[config.mk]
export PLATFORM = sky130hd
export DESIGN_NAME = mem_access_unit
export DESIGN_NICKNAME = d
export VERILOG_FILES = /design/src/rtl/mem_access_pkg.sv /design/src/rtl/mem_lane_align.sv /design/src/rtl/mem_access_unit.sv
export SDC_FILE = /design/constraint.sdc
export NUM_CORES = 1
export LEC_CHECK = 0
export CAP_MARGIN = 20
export CELL_PAD_IN_SITES_DETAIL_PLACEMENT = 2
export CELL_PAD_IN_SITES_GLOBAL_PLACEMENT = 2
export CORE_MARGIN = 2
export CORE_UTILIZATION = 27
export CTS_CLUSTER_DIAMETER = 40
export CTS_CLUSTER_SIZE = 24
export DETAILED_ROUTE_END_ITERATION = 16
export GPL_TIMING_DRIVEN = 0
export PLACE_DENSITY_LB_ADDON = 0.3
export SLEW_MARGIN = 20
export SYNTH_ARGS = -nofsm -noshare
export SYNTH_HDL_FRONTEND = slang
export SYNTH_HIERARCHICAL = 1
export SYNTH_SLANG_ARGS = --single-unit
export TNS_END_PERCENT = 1
[constraint.sdc]
create_clock -name clk -period 2.7 [get_ports clk]
set_input_delay 0.675 -clock clk [delete_from_list [all_inputs] [get_ports clk]]
set_output_delay 0.675 -clock clk [all_outputs]
set_load 0.03 [all_outputs]
[src/rtl/mem_access_pkg.sv]
// Shared types for the data-memory access unit: FSM states, request/response codes,
// and helpers for the byte-alignment check and store lane selection.
package mem_access_pkg;

    localparam int WORD_BYTES = 8;

    typedef enum logic [1:0] {
        IDLE  = 2'd0,
        READ  = 2'd1,
        WRITE = 2'd2,
        RESP  = 2'd3
    } state_e;

    typedef enum logic {
        OP_LOAD  = 1'b0,
        OP_STORE = 1'b1
    } op_e;

    typedef enum logic [1:0] {
        SZ_BYTE   = 2'd0,
        SZ_HALF   = 2'd1,
        SZ_WORD   = 2'd2,
        SZ_DOUBLE = 2'd3
    } size_e;

    typedef enum logic [1:0] {
        EXC_NONE        = 2'd0,
        EXC_MISALIGNED  = 2'd1,
        EXC_LOAD_FAULT  = 2'd2,
        EXC_STORE_FAULT = 2'd3
    } exc_e;

    // Offset bits that must be zero for an access of this size.
    function automatic logic [2:0] align_mask(input size_e size);
        logic [2:0] m;
        case (size)
            SZ_BYTE: m = 3'b000;
            SZ_HALF: m = 3'b001;
            SZ_WORD: m = 3'b011;
            default: m = 3'b111;
        endcase
        return m;
    endfunction

    function automatic logic [WORD_BYTES-1:0] lane_mask(input size_e size, input logic [2:0] off);
        logic [WORD_BYTES-1:0] m;
        case (size)
            SZ_BYTE: m = 8'h01;
            SZ_HALF: m = 8'h03;
            SZ_WORD: m = 8'h0F;
            default: m = 8'hFF;
        endcase
        return m << off;
    endfunction

endpackage

[src/rtl/mem_lane_align.sv]
// Combinational byte-lane steering: extracts and extends load data from a 64-bit word,
// and merges right-justified store data into the enclosing word.
module mem_lane_align
    import mem_access_pkg::*;
(
    input  logic [63:0] word_i,
    input  logic [2:0]  offset_i,
    input  logic [1:0]  size_i,
    input  logic        unsigned_i,
    input  logic [63:0] store_data_i,
    output logic [63:0] load_data_o,
    output logic [63:0] merged_o
);
    logic [63:0]           shifted;
    logic [63:0]           store_shifted;
    logic [WORD_BYTES-1:0] lanes;

    assign shifted       = word_i >> {offset_i, 3'b000};
    assign store_shifted = store_data_i << {offset_i, 3'b000};
    assign lanes         = lane_mask(size_e'(size_i), offset_i);

    always_comb begin
        load_data_o = shifted;
        case (size_e'(size_i))
            SZ_BYTE: load_data_o = unsigned_i ? {56'h0, shifted[7:0]}
                                              : {{56{shifted[7]}}, shifted[7:0]};
            SZ_HALF: load_data_o = unsigned_i ? {48'h0, shifted[15:0]}
                                              : {{48{shifted[15]}}, shifted[15:0]};
            SZ_WORD: load_data_o = unsigned_i ? {32'h0, shifted[31:0]}
                                              : {{32{shifted[31]}}, shifted[31:0]};
            default: load_data_o = shifted;
        endcase
    end

    for (genvar b = 0; b < WORD_BYTES; b++) begin : g_merge
        assign merged_o[b*8 +: 8] = lanes[b] ? store_shifted[b*8 +: 8] : word_i[b*8 +: 8];
    end

endmodule

[src/rtl/mem_access_unit.sv]
// Single-outstanding load/store initiator; sub-word stores are read-modify-write.
// Load response in cycle 2, store in cycle 3, misaligned in cycle 1; response held until in_resp_ready.
module mem_access_unit
    import mem_access_pkg::*;
#(
    parameter int MEM_ADDR_WIDTH = 64,
    parameter int DATA_WIDTH     = 64
) (
    input  logic                      clk,
    input  logic                      reset,
    input  logic                      in_req_valid,
    output logic                      out_req_ready,
    input  logic                      in_req_op,
    input  logic [1:0]                in_req_size,
    input  logic                      in_req_unsigned,
    input  logic [MEM_ADDR_WIDTH-1:0] in_req_address,
    input  logic [DATA_WIDTH-1:0]     in_req_data,
    output logic                      out_resp_valid,
    input  logic                      in_resp_ready,
    output logic [DATA_WIDTH-1:0]     out_resp_data,
    output logic [1:0]                out_resp_exception,
    output logic [MEM_ADDR_WIDTH-1:0] out_mem_read_address,
    input  logic [DATA_WIDTH-1:0]     in_mem_read_data,
    input  logic                      in_mem_read_exception,
    output logic                      out_mem_write_enable,
    output logic [MEM_ADDR_WIDTH-1:0] out_mem_write_address,
    output logic [DATA_WIDTH-1:0]     out_mem_write_data,
    input  logic                      in_mem_write_exception
);
    state_e                    state_q, state_d;
    op_e                       op_q;
    size_e                     size_q;
    logic                      uns_q;
    logic [2:0]                off_q;
    logic [MEM_ADDR_WIDTH-1:0] addr_q;
    logic [DATA_WIDTH-1:0]     wdata_q, word_q;
    logic [DATA_WIDTH-1:0]     rdata_q, rdata_d;
    exc_e                      exc_q, exc_d;

    logic                  accept;
    logic                  misaligned;
    logic [DATA_WIDTH-1:0] lane_word, load_val, merged_word;

    assign accept     = (state_q == IDLE) && in_req_valid;
    assign misaligned = (in_req_address[2:0] & align_mask(size_e'(in_req_size))) != 3'b000;
    // Extraction works on the live read data; the merge works on the word captured in READ.
    assign lane_word  = (state_q == READ) ? in_mem_read_data : word_q;

    mem_lane_align u_lane_align (
        .word_i       (lane_word),
        .offset_i     (off_q),
        .size_i       (size_q),
        .unsigned_i   (uns_q),
        .store_data_i (wdata_q),
        .load_data_o  (load_val),
        .merged_o     (merged_word)
    );

    always_ff @(posedge clk or negedge reset) begin
        if (!reset) begin
            state_q <= IDLE;
        end else begin
            state_q <= state_d;
        end
    end

    always_comb begin
        state_d = state_q;
        exc_d   = exc_q;
        rdata_d = rdata_q;
        case (state_q)
            IDLE: begin
                if (in_req_valid) begin
                    rdata_d = '0;
                    if (misaligned) begin
                        state_d = RESP;
                        exc_d   = EXC_MISALIGNED;
                    end else begin
                        state_d = READ;
                        exc_d   = EXC_NONE;
                    end
                end
            end
            READ: begin
                if (in_mem_read_exception) begin
                    state_d = RESP;
                    if (op_q == OP_STORE) exc_d = EXC_STORE_FAULT;
                    else                  exc_d = EXC_LOAD_FAULT;
                end else if (op_q == OP_STORE) begin
                    state_d = WRITE;
                end else begin
                    state_d = RESP;
                    rdata_d = load_val;
                end
            end
            WRITE: begin
                state_d = RESP;
                if (in_mem_write_exception) exc_d = EXC_STORE_FAULT;
                else                        exc_d = EXC_NONE;
            end
            RESP: begin
                if (in_resp_ready) state_d = IDLE;
            end
            default: state_d = IDLE;
        endcase
    end

    always_comb begin
        out_req_ready         = (state_q == IDLE);
        out_resp_valid        = (state_q == RESP);
        out_resp_data         = '0;
        out_resp_exception    = 2'd0;
        out_mem_read_address  = '0;
        out_mem_write_enable  = 1'b0;
        out_mem_write_address = '0;
        out_mem_write_data    = '0;
        if (state_q == RESP) begin
            out_resp_data      = rdata_q;
            out_resp_exception = exc_q;
        end
        if (state_q == READ) begin
            out_mem_read_address = addr_q;
        end
        if (state_q == WRITE) begin
            out_mem_write_enable  = !in_mem_write_exception;
            out_mem_write_address = addr_q;
            out_mem_write_data    = merged_word;
        end
    end

    always_ff @(posedge clk or negedge reset) begin
        if (!reset) begin
            op_q    <= OP_LOAD;
            size_q  <= SZ_BYTE;
            uns_q   <= 1'b0;
            off_q   <= 3'b000;
            addr_q  <= '0;
            wdata_q <= '0;
            word_q  <= '0;
            rdata_q <= '0;
            exc_q   <= EXC_NONE;
        end else begin
            rdata_q <= rdata_d;
            exc_q   <= exc_d;
            if (accept) begin
                op_q    <= op_e'(in_req_op);
                size_q  <= size_e'(in_req_size);
                uns_q   <= in_req_unsigned;
                off_q   <= in_req_address[2:0];
                addr_q  <= {in_req_address[MEM_ADDR_WIDTH-1:3], 3'b000};
                wdata_q <= in_req_data;
            end
            if (state_q == READ) begin
                word_q <= in_mem_read_data;
            end
        end
    end

endmodule

==> flow_summary.json, run 1 <==
{
  "worst-slew-pin-transition_ns": 0.8507,
  "hold_path_class": "primary input to async pin",
  "die_h_um": 252.8,
  "worstPathCellList": "buf_12 -> buf_12 -> buf_6 -> mux4_2 -> mux2_4 -> mux2_4 -> and2_4 -> buf_6",
  "synthesis.area_sq_um": 16710,
  "synth_async_sr_flop_share_pct": 100.0,
  "outcome": "finished with violations",
  "yosys.cell_types.count": 57,
  "ys_warn_count": 6,
  "whs_ns": 0.01847,
  "worstRegToRegCells": 12,
  "rows": 91,
  "layout-drive-gt1-share_pct": 27.91,
  "drt_iter0_markers": 785,
  "max_slew_margin_pct": 43.29,
  "clock-root-buffer": "sky130_fd_sc_hd__clkbuf_16",
  "power_frac_seq_pct": 18.6,
  "cp-start-kind": "register",
  "hold_violations": 0,
  "worst_setup_end_kind": "output port",
  "tritoncts": "done",
  "globalRouteMet1Util_pct": 31.87,
  "power_density_nw_per_um2": 1587,
  "p_switching_uw": 19640,
  "final_min_period_over_clock_period_pct": 128.1,
  "post_drt_via_cell_ratio": 5.024,
  "grt_overflow": 0,
  "criticalPathCategory": "register to output port",
  "nNetsFinal": 2372,
  "gr-usage-met2_pct": 45.11,
  "die_boundary_width_um": 252.8,
  "fmax_mhz": 289.1,
  "clock_skew_ns": 0.03591,
  "initial_core_util_pct": 27.17,
  "cp_data_arrival_time_ns": 2.78,
  "number_of_storage_elements_in_the_synthesis_netlist": 264,
  "drt_drc_violations_left": 0,
  "violations": "negative setup slack",
  "internal_power_uw": 21020,
  "place.port_buffers": 456,
  "pre_cts_ws_ns": -1.357,
  "synthCells": 1613,
  "drt_pre_antenna_iters": 5,
  "global_route.usage.met3_pct": 3.883,
  "final-setup-viol-count": 376,
  "ctsHtreeMaxLevel": 2,
  "cts.sink_count": 264,
  "layout_min_cycle_time_ns": 3.459,
  "yosysSeqAreaShare_pct": 39.54,
  "floorplan.io_pins": 463,
  "share_of_power_burned_in_combinational_logic_pct": 65.5,
  "clock_buffer_count_from_cts": 52,
  "avgSynthCellArea_sq_um": 10.36,
  "clk_pin_slew_worst_paths_ns": 0.04,
  "timing.critical_path.slowest_stage_cell": "sky130_fd_sc_hd__mux4_2",
  "power_total_uw": 40660,
  "final_critical_path_setup_slack_ns": -0.7591,
  "share_clk_of_total_power_pct": 15.9,
  "dp_hpwl_um": 64150,
  "core-area_sq_um": 61480,
  "final_max_slew_viol_count": 0,
  "cp_max_fo": 7,
  "power.switching_fraction_pct": 48.30,
  "dieArea_sq_um": 63890,
  "fill_cells": 6433,
  "grt_setup_unrepaired": "yes",
  "cp.depth": 8,
  "dominantRegCellSynth": "sky130_fd_sc_hd__dfrtp_1",
  "max_stage_delay_ns": 0.48,
  "cts_max_path_buffers": 3,
  "cp_data_required_time_ns": 2.03,
  "grt_pass1_wl_um": 119600,
  "worst-path-buf-inv": 4,
  "totalWireLength_um": 82090,
  "insertion_delay_ns": 0.61,
  "place_congestion": 0.9138,
  "worst_ir_drop_on_vdd_v": 0.0006431,
  "antenna_violations_before_repair": 5,
  "dr_total_vias": 15086,
  "synth_enable_flop_cells": 0,
  "number_of_global_route_vias_before_repair": 16781,
  "holdBufCountCts": 0,
  "drtAntennaViolNets": 0,
  "setup_total_negative_slack_ns": -126.32,
  "maximum_number_of_pins_on_one_net_before_global_route_repair": 97,
  "leakagePower_uw": 0.01117,
  "routed_wire_length_per_instance_um": 27.33,
  "areaGrowthSynthToFinish_pct": 53.40,
  "max_cap_viol_count": 0,
  "grtUsageTotal_pct": 25.50,
  "grt_busiest_layer": "met2",
  "timing.critical_path.max_delay_family": "multiplexers"
}
==> power groups by stage <==
stage	Sequential, uW	Combinational [uW]	Clock [uW]
4_1_cts	7520	26000	6610
2_1_floorplan	6610	14500	0
5_1_grt	7790	28000	6780
6_report	7550	26700	6460
3_5_place_dp	7370	23300	0
3_3_place_gp	7220	22900	0
==> final timing paths <==
| check | start | end | slack [ns] |
|---|---|---|---|
| worst max-delay path | off_q[0] | out_mem_write_data[52] | -0.76 |
| worst min-delay path | reset | addr_q[6] | 0.02 |
| worst max register to register | state_q[1] | rdata_q[44] | -0.36 |
| worst min register to register | exc_q[1] | exc_q[1] | 0.48 |
| max in group asynchronous | reset | wdata_q[60] | 1.73 |
| min in group clk | exc_q[1] | exc_q[1] | 0.48 |
==> registers in the layout (all words and copies together), names as in the netlist <==
register / count
word_q: 64
exc_q: 2
size_q: 2
wdata_q: 64
off_q: 3
state_q: 2
rdata_q: 64
op_q: 1
uns_q: 1
addr_q: 61
==> cells by family after synthesis <==
| logic type | count (synthesis) | share of synthesized area (%) |
|---|---|---|
| multiplexers | 424 | 29.34 |
| AND/OR/NAND/NOR | 549 | 17.16 |
| other | 1 | 0.02245 |
| adder cells (fa/ha/maj) | 5 | 0.3744 |
| buffers and inverters | 212 | 6.770 |
| flip-flops | 264 | 39.54 |
| AO/OA/AOI/OAI | 158 | 6.793 |
==> final cells by class <==
class / instances / area, sq um / area share [%]
Multi-Input combinational cell: 1142 / 9831 / 38.36
Sequential cell: 264 / 6611 / 25.80
Timing Repair Buffer: 495 / 4873 / 19.01
Clock buffer: 63 / 1403 / 5.473
Buffer: 137 / 1272 / 4.965
Tap cell: 790 / 988.4 / 3.857
Clock inverter: 33 / 352.8 / 1.377
Inverter: 73 / 282.8 / 1.103
Antenna cell: 6 / 15.01 / 0.05858
==> layer usage <==
layer | up-vias | share of wire (%)
met1 | 7811 | 42
met4 | 0 | 2.8
met5 | - | 0
li1 | 6707 | -
met2 | 447 | 51
met3 | 121 | 4.4
==> Yosys cell counts (16+ instances only) <==
cell type                     n  share of area, %
sky130_fd_sc_hd__dfrtp_1    264                40
sky130_fd_sc_hd__and2_1     255               9.5
sky130_fd_sc_hd__nand2_1    198               4.4
sky130_fd_sc_hd__mux2i_1    162               9.7
sky130_fd_sc_hd__mux2_1     137               9.2
sky130_fd_sc_hd__mux2_2      95               6.4
sky130_fd_sc_hd__inv_1       72               1.6
sky130_fd_sc_hd__clkbuf_1    56               1.3
sky130_fd_sc_hd__nor2_1      37              0.83
sky130_fd_sc_hd__buf_2       36               1.1
sky130_fd_sc_hd__mux4_2      29               3.9
sky130_fd_sc_hd__o21ai_0     25              0.75
sky130_fd_sc_hd__nand4_1     24              0.90
sky130_fd_sc_hd__a21oi_1     23              0.69
sky130_fd_sc_hd__a31oi_1     16              0.60
sky130_fd_sc_hd__o211ai_1    16              0.72
sky130_fd_sc_hd__o2bb2ai_1   16              0.84
==> through the flow <==
stage	area (sq um)	instances	util, %
finish	25630	3003	41.69
global route	25620	3000	41.67
CTS	25400	2985	41.30
detailed placement	22370	2867	36.39
global placement	22290	2864	36.25
floorplan	16730	1618	-
==> layout by cell type (no fill, tap or decap), types with 19 or more instances in the layout <==
cell and n:
sky130_fd_sc_hd__clkbuf_1 27, sky130_fd_sc_hd__inv_1 70, sky130_fd_sc_hd__dlygate4sd2_1 71, sky130_fd_sc_hd__buf_4 74, sky130_fd_sc_hd__nor2_1 35, sky130_fd_sc_hd__mux2_1 133
sky130_fd_sc_hd__nand2_1 197, sky130_fd_sc_hd__buf_2 38, sky130_fd_sc_hd__mux2i_4 19, sky130_fd_sc_hd__clkdlybuf4s50_1 254, sky130_fd_sc_hd__clkdlybuf4s15_2 55, sky130_fd_sc_hd__nand4_1 24
sky130_fd_sc_hd__mux4_2 29, sky130_fd_sc_hd__mux2_4 43, sky130_fd_sc_hd__mux2_2 57, sky130_fd_sc_hd__buf_6 40, sky130_fd_sc_hd__mux2i_1 135, sky130_fd_sc_hd__dfrtp_1 260
sky130_fd_sc_hd__and2_1 232, sky130_fd_sc_hd__and2_4 22, sky130_fd_sc_hd__clkbuf_16 55
==> what timing repair did <==
action / CTS / global route
setup endpoints to repair: 399 / 399
pin swaps: 26 / 4
gates cloned: 5 / 2
buffers inserted: 19 / 10
gates resized for setup: 989 / 44
No activity file was read; power rests on OpenSTA's default activity.
==> run 2, diff against run 1 <==
Settings changed: PLACE_DENSITY_LB_ADDON 0.3 to 0.2.
==> run 2 against run 1 <==
The flow still finishes with violations (negative setup slack). Global-route usage is 0.57 points lower. Sequential share of layout area is 0.17 points higher. Via count rose by 0.14%. Critical path depth unchanged. Register-to-register slack worse by 0.06 ns. Combinational power about the same. Die area stayed put. Design area decreased by 0.66%. First-iteration DRC count fell by 3.9%. Maximum frequency fell by 1.9%. Flip-flop and latch count is the same. Critical path type unchanged. Critical endpoint is now out_mem_write_data[63]. Largest cell class unchanged.
==> flow_summary.json, run 2 (synthesized netlist as in run 1, its figures left out) <==
{
  "worst-path-buf-inv": 4,
  "place.port_buffers": 456,
  "crit-reg2reg-capture": "rdata_q[33]",
  "finalInstanceArea_sq_um": 25460,
  "worstReg2RegStart": "state_q[1]",
  "grt_overflow": 0,
  "insertion_delay_ns": 0.61,
  "timing.critical_path.max_delay_family": "multiplexers",
  "grt_pass1_wl_um": 116400,
  "layout_min_cycle_time_ns": 3.527,
  "tritoncts": "done",
  "maximum_number_of_pins_on_one_net_before_global_route_repair": 94,
  "worst_ir_drop_on_vdd_v": 0.0006437,
  "hold_path_class": "primary input to async pin",
  "worst_path_most_repeated_cell": "sky130_fd_sc_hd__buf_12",
  "fmax_mhz": 283.6,
  "outcome": "finished with violations",
  "worst_setup_end_kind": "output port",
  "cts_max_path_buffers": 3,
  "cts.sink_count": 264,
  "clock-root-buffer": "sky130_fd_sc_hd__clkbuf_16",
  "worstPathCellList": "buf_12 -> buf_12 -> buf_12 -> mux2i_4 -> mux4_2 -> a21oi_4 -> and2_4 -> buf_6",
  "layout-drive-gt1-share_pct": 33.66,
  "max_cap_viol_count": 0,
  "cp_data_arrival_time_ns": 2.85,
  "grt_busiest_layer": "met2",
  "place_congestion": 0.8965,
  "drtAntennaViolNets": 0,
  "gr-usage-met2_pct": 43.32,
  "floorplan.io_pins": 463,
  "whs_ns": 0.07641,
  "placed_cell_area_sq_um": 22350,
  "grtUsageTotal_pct": 24.93,
  "initial_core_util_pct": 27.17,
  "rows": 91,
  "ctsHtreeMaxLevel": 2,
  "clock_buffer_count_from_cts": 58,
  "dr_total_vias": 15107,
  "nNetsFinal": 2376,
  "totalWireLength_um": 81050,
  "timing.critical_path.slowest_stage_cell": "sky130_fd_sc_hd__mux4_2",
  "routed_wire_length_per_instance_um": 26.91,
  "core-area_sq_um": 61480,
  "power_total_uw": 41450,
  "worst_setup_slack_for_register_to_register_paths_ns": -0.42,
  "die_h_um": 252.8,
  "final-setup-viol-count": 189,
  "pre_cts_ws_ns": -1.524,
  "final_critical_path_setup_slack_ns": -0.8267,
  "max_stage_delay_ns": 0.54,
  "clock_skew_ns": 0.01952,
  "criticalPathCategory": "register to output port",
  "dp_hpwl_um": 62740,
  "largestRegisters": "rdata_q: 64 flops, wdata_q: 64 flops, word_q: 64 flops",
  "max_slew_margin_pct": 44.43,
  "cp_data_required_time_ns": 2.03,
  "dieArea_sq_um": 63890,
  "violations": "negative setup slack",
  "final_min_period_over_clock_period_pct": 130.6,
  "number_of_global_route_vias_before_repair": 16772,
  "power_density_nw_per_um2": 1628,
  "drt_iter0_markers": 754,
  "leakagePower_uw": 0.01131,
  "grt_setup_unrepaired": "yes",
  "drt_drc_violations_left": 0,
  "hold_violations": 0,
  "areaGrowthSynthToFinish_pct": 52.39,
  "antenna_violations_before_repair": 8,
  "post_drt_via_cell_ratio": 5.016,
  "cp-start-kind": "register",
  "worstRegToRegCells": 13,
  "clk_pin_slew_worst_paths_ns": 0.05,
  "globalRouteMet1Util_pct": 30.32,
  "worst-slew-pin-transition_ns": 0.8336,
  "cp_max_fo": 10,
  "final_max_slew_viol_count": 0,
  "drt_pre_antenna_iters": 5,
  "mostFrequentLayoutCell": "sky130_fd_sc_hd__dfrtp_1",
  "die_boundary_width_um": 252.8,
  "layout.cells.most_common_list": "sky130_fd_sc_hd__dfrtp_1, sky130_fd_sc_hd__and2_1, sky130_fd_sc_hd__clkdlybuf4s50_1, sky130_fd_sc_hd__nand2_1, sky130_fd_sc_hd__mux2_1",
  "global_route.usage.met3_pct": 4.531
}
run 2: changes by cell type in the layout (fill, tap and decap cells not counted), moves of 21 or more:
cell                              previous run  this run
sky130_fd_sc_hd__dlygate4sd2_1              71         0
sky130_fd_sc_hd__buf_4                      74       109
sky130_fd_sc_hd__buf_2                      38        82
sky130_fd_sc_hd__clkdlybuf4s50_1           254       201
sky130_fd_sc_hd__clkbuf_2                   11        32
sky130_fd_sc_hd__clkbuf_4                   14        66
sky130_fd_sc_hd__clkdlybuf4s15_2            55        12
run 2: metrics by stage:
stage / util [%] / instances / setup TNS [ns]
6_report: 41.41 / 3012 / -69.11
5_1_grt: 41.40 / 3010 / -90.79
4_1_cts: 41.34 / 2994 / -145.56
3_5_place_dp: 36.34 / 2866 / -291.85
3_3_place_gp: 36.25 / 2864 / -3132.76
2_1_floorplan: - / 1618 / -0.09296
run 2: how the worst max path moves through the flow:
stage                     from                   endpoint  slack, ns  cells after the start
floorplan           state_q[1]     out_mem_write_data[32]      -0.02                      7
global placement         reset                wdata_q[57]     -10.88                      1
detailed placement  state_q[0]  out_mem_write_address[38]      -1.52                      7
CTS                   off_q[0]     out_mem_write_data[32]      -0.82                      9
global route          off_q[0]     out_mem_write_data[52]      -0.89                      9
finish                off_q[0]     out_mem_write_data[63]      -0.83                      8
run 2: power breakdown:
group | internal, uW | switching (uW) | total (uW)
sequential | 5860 | 1730 | 7590
combinational | 11100 | 15400 | 26500
clock | 4960 | 2450 | 7410
run 2: cell type report:
cell class / count / area (sq um)
multi-input combinational: 1142 / 9834
fill: 6496 / 36020
sequential: 264 / 6611
tap: 790 / 988.4
inverter: 73 / 282.8
buffer: 136 / 1333
clock inverter: 30 / 407.9
antenna: 6 / 15.01
clock buffer: 77 / 1654
timing repair buffer: 494 / 4334
run 2: what timing repair did:
| action | 4_1_cts | 5_1_grt |
|---|---|---|
| cloned | 4 | 2 |
| endpoints found under the hold margin | 0 | 0 |
| resized for setup | 982 | 682 |
| setup endpoints to repair | 396 | 399 |
| pin swaps | 9 | 11 |
| setup buffers | 19 | 11 |
| hold buffers | 0 | 0 |
run 2: per-layer routing:
layer,up-vias,share of wire (%)
met2,512,50
met3,154,5.1
li1,6714,-
met5,-,0.012
met4,2,3.8
met1,7725,41
